--- src/rtl/adc_cfg_sequencer.sv ---
// adc_cfg_sequencer: walks an external init table, then serves single-word
// host writes, feeding one 32-bit word at a time to a byte-serialising
// register splitter and waiting for its byte strobes (with timeout).
module adc_cfg_sequencer #(
  parameter int INIT_WORDS     = 4,
  parameter int BYTES_PER_WORD = 4,
  parameter int TIMEOUT        = 255
) (
  input  logic        clk,
  input  logic        rst,
  input  logic        start,
  output logic [3:0]  init_addr,
  input  logic [31:0] init_data,
  input  logic        host_req,
  input  logic [31:0] host_word,
  output logic        host_ack,
  output logic        split_write,
  output logic [31:0] split_word,
  input  logic        split_enable,
  output logic        busy,
  output logic        init_done,
  output logic        error
);
  localparam int             BW        = $clog2(BYTES_PER_WORD + 1);
  localparam logic [BW-1:0]  BCNT_LAST = BW'(BYTES_PER_WORD);
  // tcnt holds the count of completed WAIT cycles; the cycle in which it
  // would reach TIMEOUT is the last one we wait.
  localparam logic [7:0]     TCNT_LAST = 8'(TIMEOUT - 1);
  localparam logic [3:0]     IDX_LAST  = 4'(INIT_WORDS - 1);

  typedef enum logic [2:0] {IDLE, LOAD, ISSUE, WAIT, GAP} state_t;
  typedef enum logic {SRC_INIT, SRC_HOST} src_t;

  state_t          state, state_nxt;
  src_t            src, src_nxt;
  logic [3:0]      idx, idx_nxt;
  logic [BW-1:0]   bcnt, bcnt_nxt, bcnt_inc;
  logic [7:0]      tcnt, tcnt_nxt;
  logic [31:0]     word_nxt;
  logic            done_nxt, err_nxt;

  assign bcnt_inc  = bcnt + BW'(split_enable);
  assign busy      = (state != IDLE);
  assign init_addr = idx;

  // State and datapath registers; reset drops everything, aborted words are not resumed.
  always_ff @(posedge clk or negedge rst) begin
    if (!rst) begin
      state      <= IDLE;
      src        <= SRC_INIT;
      idx        <= '0;
      bcnt       <= '0;
      tcnt       <= '0;
      split_word <= '0;
      init_done  <= 1'b0;
      error      <= 1'b0;
    end else begin
      state      <= state_nxt;
      src        <= src_nxt;
      idx        <= idx_nxt;
      bcnt       <= bcnt_nxt;
      tcnt       <= tcnt_nxt;
      split_word <= word_nxt;
      init_done  <= done_nxt;
      error      <= err_nxt;
    end
  end

  // Next-state, arbitration and strobe outputs; strobes outside WAIT are ignored.
  always_comb begin
    state_nxt   = state;
    src_nxt     = src;
    idx_nxt     = idx;
    bcnt_nxt    = bcnt;
    tcnt_nxt    = tcnt;
    word_nxt    = split_word;
    done_nxt    = init_done;
    err_nxt     = error;
    split_write = 1'b0;
    host_ack    = 1'b0;
    case (state)
      IDLE: begin
        if (start) begin
          idx_nxt   = '0;
          src_nxt   = SRC_INIT;
          done_nxt  = 1'b0;
          err_nxt   = 1'b0;
          state_nxt = LOAD;
        end else if (host_req) begin
          src_nxt   = SRC_HOST;
          state_nxt = LOAD;
        end
      end
      LOAD: begin
        word_nxt  = (src == SRC_INIT) ? init_data : host_word;
        bcnt_nxt  = '0;
        tcnt_nxt  = '0;
        state_nxt = ISSUE;
      end
      ISSUE: begin
        split_write = 1'b1;
        state_nxt   = WAIT;
      end
      WAIT: begin
        bcnt_nxt = bcnt_inc;
        tcnt_nxt = tcnt + 8'd1;
        // A final strobe in the last allowed cycle still completes the word.
        if (bcnt_inc == BCNT_LAST) begin
          state_nxt = GAP;
        end else if (tcnt == TCNT_LAST) begin
          err_nxt   = 1'b1;
          state_nxt = IDLE;
        end
      end
      GAP: begin
        if (src == SRC_HOST) begin
          host_ack  = 1'b1;
          state_nxt = IDLE;
        end else if (idx == IDX_LAST) begin
          done_nxt  = 1'b1;
          state_nxt = IDLE;
        end else begin
          idx_nxt   = idx + 4'd1;
          state_nxt = LOAD;
        end
      end
      default: state_nxt = IDLE;
    endcase
  end
endmodule

--- config.mk ---
export PLATFORM = sky130hd
export DESIGN_NAME = adc_cfg_sequencer
export DESIGN_NICKNAME = d
export VERILOG_FILES = /design/src/rtl/adc_cfg_sequencer.sv
export SDC_FILE = /design/constraint.sdc
export NUM_CORES = 1
export LEC_CHECK = 0
export ABC_AREA = 1
export CAP_MARGIN = 20
export CORE_MARGIN = 2
export CORE_UTILIZATION = 47
export DETAILED_ROUTE_END_ITERATION = 8
export MAX_ROUTING_LAYER = met4
export PLACE_DENSITY = 0.86
export SETUP_SLACK_MARGIN = 0.2
export SLEW_MARGIN = 15
export SYNTH_ARGS = -nofsm -noshare
export SYNTH_HDL_FRONTEND = slang
export SYNTH_SLANG_ARGS = --single-unit
--- constraint.sdc ---
create_clock -name clk -period 2.8 [get_ports clk]
set_input_delay 0.56 -clock clk [delete_from_list [all_inputs] [get_ports clk]]
set_output_delay 0.56 -clock clk [all_outputs]
set_load 0.02 [all_outputs]
==> impl_table.tex, run 1 <==
\begin{tabular}{lr}
\hline
Metric & Value \\
\hline
\multicolumn{2}{l}{\textbf{Clock tree}} \\
\quad Total of cells resized after clock tree synthesis & 0 \\
\quad Number of H-tree levels & 2 \\
\quad Number of buffers inserted during clock tree synthesis & 5 \\
\quad Setup Buffers After CTS & 0 \\
\quad Clock latency on the worst-skew pair & 0.30 ns \\
\quad TritonCTS clock tree & built \\
\quad \# hold bufs at CTS & 0 \\
\quad Number of buffers on the longest clock path & 2 \\
\quad Clock root buffer & sky130\_fd\_sc\_hd\_\_clkbuf\_8 \\
\quad Clock sink count & 53 \\
\quad Reg clk slew, reported paths & 0.10 ns \\
\multicolumn{2}{l}{\textbf{STA}} \\
\quad Headroom to the max-slew limit & 66.64\% \\
\quad Total Neg Setup Slack & 0 ns \\
\quad Slew of the pin with the lowest slew margin & 0.5004 ns \\
\quad RSZ-0062 raised after global routing & false \\
\quad Min setup slack post-route & 0.3685 ns \\
\quad Maximum clock skew at final layout & 0.01242 ns \\
\quad Final Hold Fails & 0 \\
\quad Final count of pins violating max slew & 0 \\
\quad Fin crit share & 86.84\% \\
\quad Highest Clock Rate & 411.3 MHz \\
\quad Final Critical Period & 2.432 ns \\
\quad Total of endpoints with negative setup slack in the final report & 0 \\
\multicolumn{2}{l}{\textbf{Logic synthesis}} \\
\quad Most area-hungry cell type in the Yosys netlist & sky130\_fd\_sc\_hd\_\_dfrtp\_1 \\
\quad Most frequent cell after synthesis & sky130\_fd\_sc\_hd\_\_nor2\_1 \\
\quad Area fraction of the dominant cell type after synthesis & 48.71\% \\
\quad Synth area leaders & sky130\_fd\_sc\_hd\_\_dfrtp\_1 (49\%), sky130\_fd\_sc\_hd\_\_nor2\_1 (11\%), sky130\_fd\_sc\_hd\_\_nand2\_1 (9.8\%) \\
\quad Total number of yosys warnings & 0 \\
\quad Main flop type after synthesis & sky130\_fd\_sc\_hd\_\_dfrtp\_1 \\
\quad Fraction of synthesis flops using an asynchronous set or reset pin & 100.0\% \\
\quad Netlist cell types & 30 \\
\quad Most numerous cell types in the synthesized netlist & sky130\_fd\_sc\_hd\_\_nor2\_1 (83), sky130\_fd\_sc\_hd\_\_nand2\_1 (71), sky130\_fd\_sc\_hd\_\_dfrtp\_1 (53), sky130\_fd\_sc\_hd\_\_o31ai\_1 (22), sky130\_fd\_sc\_hd\_\_inv\_1 (19) \\
\quad Fraction of the yosys area taken by sequential cells & 48.71\% \\
\quad Number of instances in the synthesized netlist & 326 \\
\quad Area of the mapped netlist & 0.002723 sq mm \\
\quad Net count after synthesis & 400 \\
\quad Post-synthesis register bit count & 53 \\
\quad EDFF count, synth & 0 \\
\quad Avg Cell Area, Syn & 8.352 sq um \\
\multicolumn{2}{l}{\textbf{Pwr}} \\
\quad Peak supply drop & 0.5196 mV \\
\quad Areal power density over the cells & 1009 mW/mm\^{}2 \\
\quad Leakage power & 1.774 nW \\
\multicolumn{2}{l}{\textbf{Critical path}} \\
\quad Depth of the most critical reg-to-reg path & 5 \\
\quad Critical path arrival & 1.87 ns \\
\quad CP Class & reg2out \\
\quad Required time reported for the critical path endpoint & 2.24 ns \\
\quad Worst-path cell with the longest stage delay & sky130\_fd\_sc\_hd\_\_clkdlybuf4s50\_1 \\
\quad Delay of the slowest critical-path stage & 0.60 ns \\
\quad Critical-path maximum fanout & 5 \\
\quad Crit path capture type & output pin \\
\quad Crit-path cells & inv\_1 -> nand2\_1 -> nor2\_1 -> nand2\_1 -> inv\_1 -> clkdlybuf4s50\_1 \\
\quad Nature of the critical path startpoint & flop \\
\multicolumn{2}{l}{\textbf{Route}} \\
\quad Total wire length after detailed routing & 6.732 mm \\
\quad Number of optimization iterations in the first detailed-route pass & 4 \\
\quad Antenna Nets Post-Route & 0 \\
\quad DRC violation count after routing & 0 \\
\quad Number of design-rule violations left by the first detailed-router iteration & 133 \\
\quad Routed wire length per instance & 13.36 um \\
\quad Via count & 2519 \\
\quad Via count normalized by instance count & 4.998 \\
\multicolumn{2}{l}{\textbf{Place}} \\
\quad Instance area at placement & 0.003815 sq mm \\
\quad Worst slack, placed & 0.6923 ns \\
\quad Global placement routability congestion & 0.9507 \\
\quad IO Port Bufs & 109 \\
\quad Post-DP HPWL & 4.923 mm \\
\quad Placed cells & 496 \\
\multicolumn{2}{l}{\textbf{Flow run}} \\
\quad Count of max-cap constraint violations & 0 \\
\multicolumn{2}{l}{\textbf{Cells and area}} \\
\quad Final layout net count & 505 \\
\quad Final standard cell area without fillers & 0.003931 sq mm \\
\quad Utilization after layout & 70.96\% \\
\quad Synth-to-layout area growth & 44.39\% \\
\quad Antenna Diode Count & 0 \\
\quad Filler-free cell count of the finished design & 504 \\
\quad Fraction of layout cells with a size suffix above 1 & 7.407\% \\
\multicolumn{2}{l}{\textbf{Floorplanning}} \\
\quad I/O pin total & 110 \\
\quad Site row count & 27 \\
\quad Horizontal die dimension & 80.11 um \\
\quad Die Height & 80.11 um \\
\quad Full die area & 0.006418 sq mm \\
\quad Placeable core region & 0.005540 sq mm \\
\quad Effective utilization at floorplan & 49.14\% \\
\multicolumn{2}{l}{\textbf{GRT}} \\
\quad Number of global-route vias before repair & 2432 \\
\quad Pin count of the biggest net entering global routing & 70 \\
\quad Antenna violations before repair & 0 \\
\quad Global-route wire length before repair & 10.84 mm \\
\quad Total overflow reported by the global router & 0 \\
\quad Total routing usage reported by global routing & 22.49\% \\
\multicolumn{2}{l}{\textbf{Status}} \\
\quad Run status & complete, no violations \\
\multicolumn{2}{l}{\textbf{Worst hold path}} \\
\quad Worst hold path class & in2async \\
\hline
\end{tabular}
==> layout by cell type (no fill, tap or decap), drive strengths merged <==
cell type / instances
inv: 23
nand3: 14
a21oi: 6
a22o: 2
a22oi: 1
o21ai: 7
clkdlybuf4s50: 108
nand4: 1
xnor2: 1
o21a: 1
o31ai: 32
bufinv: 1
nor3b: 1
nor3: 3
nor2: 86
nand2: 75
dfrtp: 53
buf: 4
ha: 5
clkbuf: 7
clkinv: 1
==> final cells by class <==
class / count / area [sq um]
fill: 438 / 1609
clock buffer: 7 / 86.33
inverter: 24 / 95.09
timing repair buffer: 112 / 1109
multi-input combinational: 235 / 1195
clock inverter: 1 / 30.03
sequential: 53 / 1326
tap: 72 / 90.09
==> registers in the layout, summed over array words and instances (netlist names) <==
name	flops
split_word	32
tcnt	8
init_addr	4
bcnt	3
state	3
error	1
init_done	1
src	1
==> worst max-delay path: cells and delay by family (launching register included) <==
family | cells | cell delay, ns
flip-flops | 1 | 0.46
AND/OR/NAND/NOR | 3 | 0.33
buffers and inverters | 3 | 0.77
==> metrics by stage <==
stage               total power [W]  hold WS [ns]
floorplan                  0.002669        0.2644
global placement           0.003389        0.4621
detailed placement         0.003452        0.4576
CTS                        0.004005        0.2089
global route               0.004239        0.2154
finish                     0.003965        0.2006
==> final timing paths <==
path                           from            end  slack (ns)
max                        state[0]       host_ack        0.37
min                             rst        bcnt[2]        0.20
max reg2reg                     src  split_word[4]        1.17
min reg2reg                   error          error        0.48
max in group asynchronous       rst        tcnt[1]        1.79
min in group clk              error          error        0.48
==> kinds of logic (layout without fill, tap and decap cells) <==
logic type	Yosys count	after routing	synth area share, %
simple gates	180	180	27.02
flops	53	53	48.71
compound gates	49	49	14.25
buf+inv	38	144	7.398
fa+ha+maj	5	5	2.298
xor+xnor	1	1	0.3217
==> power by group <==
group          switching (W)  leakage [nW]  internal [W]  total [W]
combinational        0.00125          1.05      0.000910    0.00216
clock               0.000241        0.0585      0.000292   0.000533
sequential          0.000193         0.666       0.00108    0.00127
total                0.00168          1.77       0.00228    0.00396
==> metal layers <==
| metal | vias to the layer above | track usage (%) | routed length [um] |
|---|---|---|---|
| li1 | 1272 | - | - |
| met1 | 1159 | 27.14 | 2852 |
| met2 | 84 | 36.33 | 3309 |
| met3 | 4 | 7.303 | 516 |
| met4 | 0 | 6.441 | 53 |
| met5 | - | - | 0 |
Note: power is estimated with default switching activity, not from simulation.
==> inputs of run 2 (changes only) <==
GPL_ROUTABILITY_DRIVEN = 0   (was not set)
==> results of run 2 <==
Final layout, timing and power as in run 1 (identical DEF).
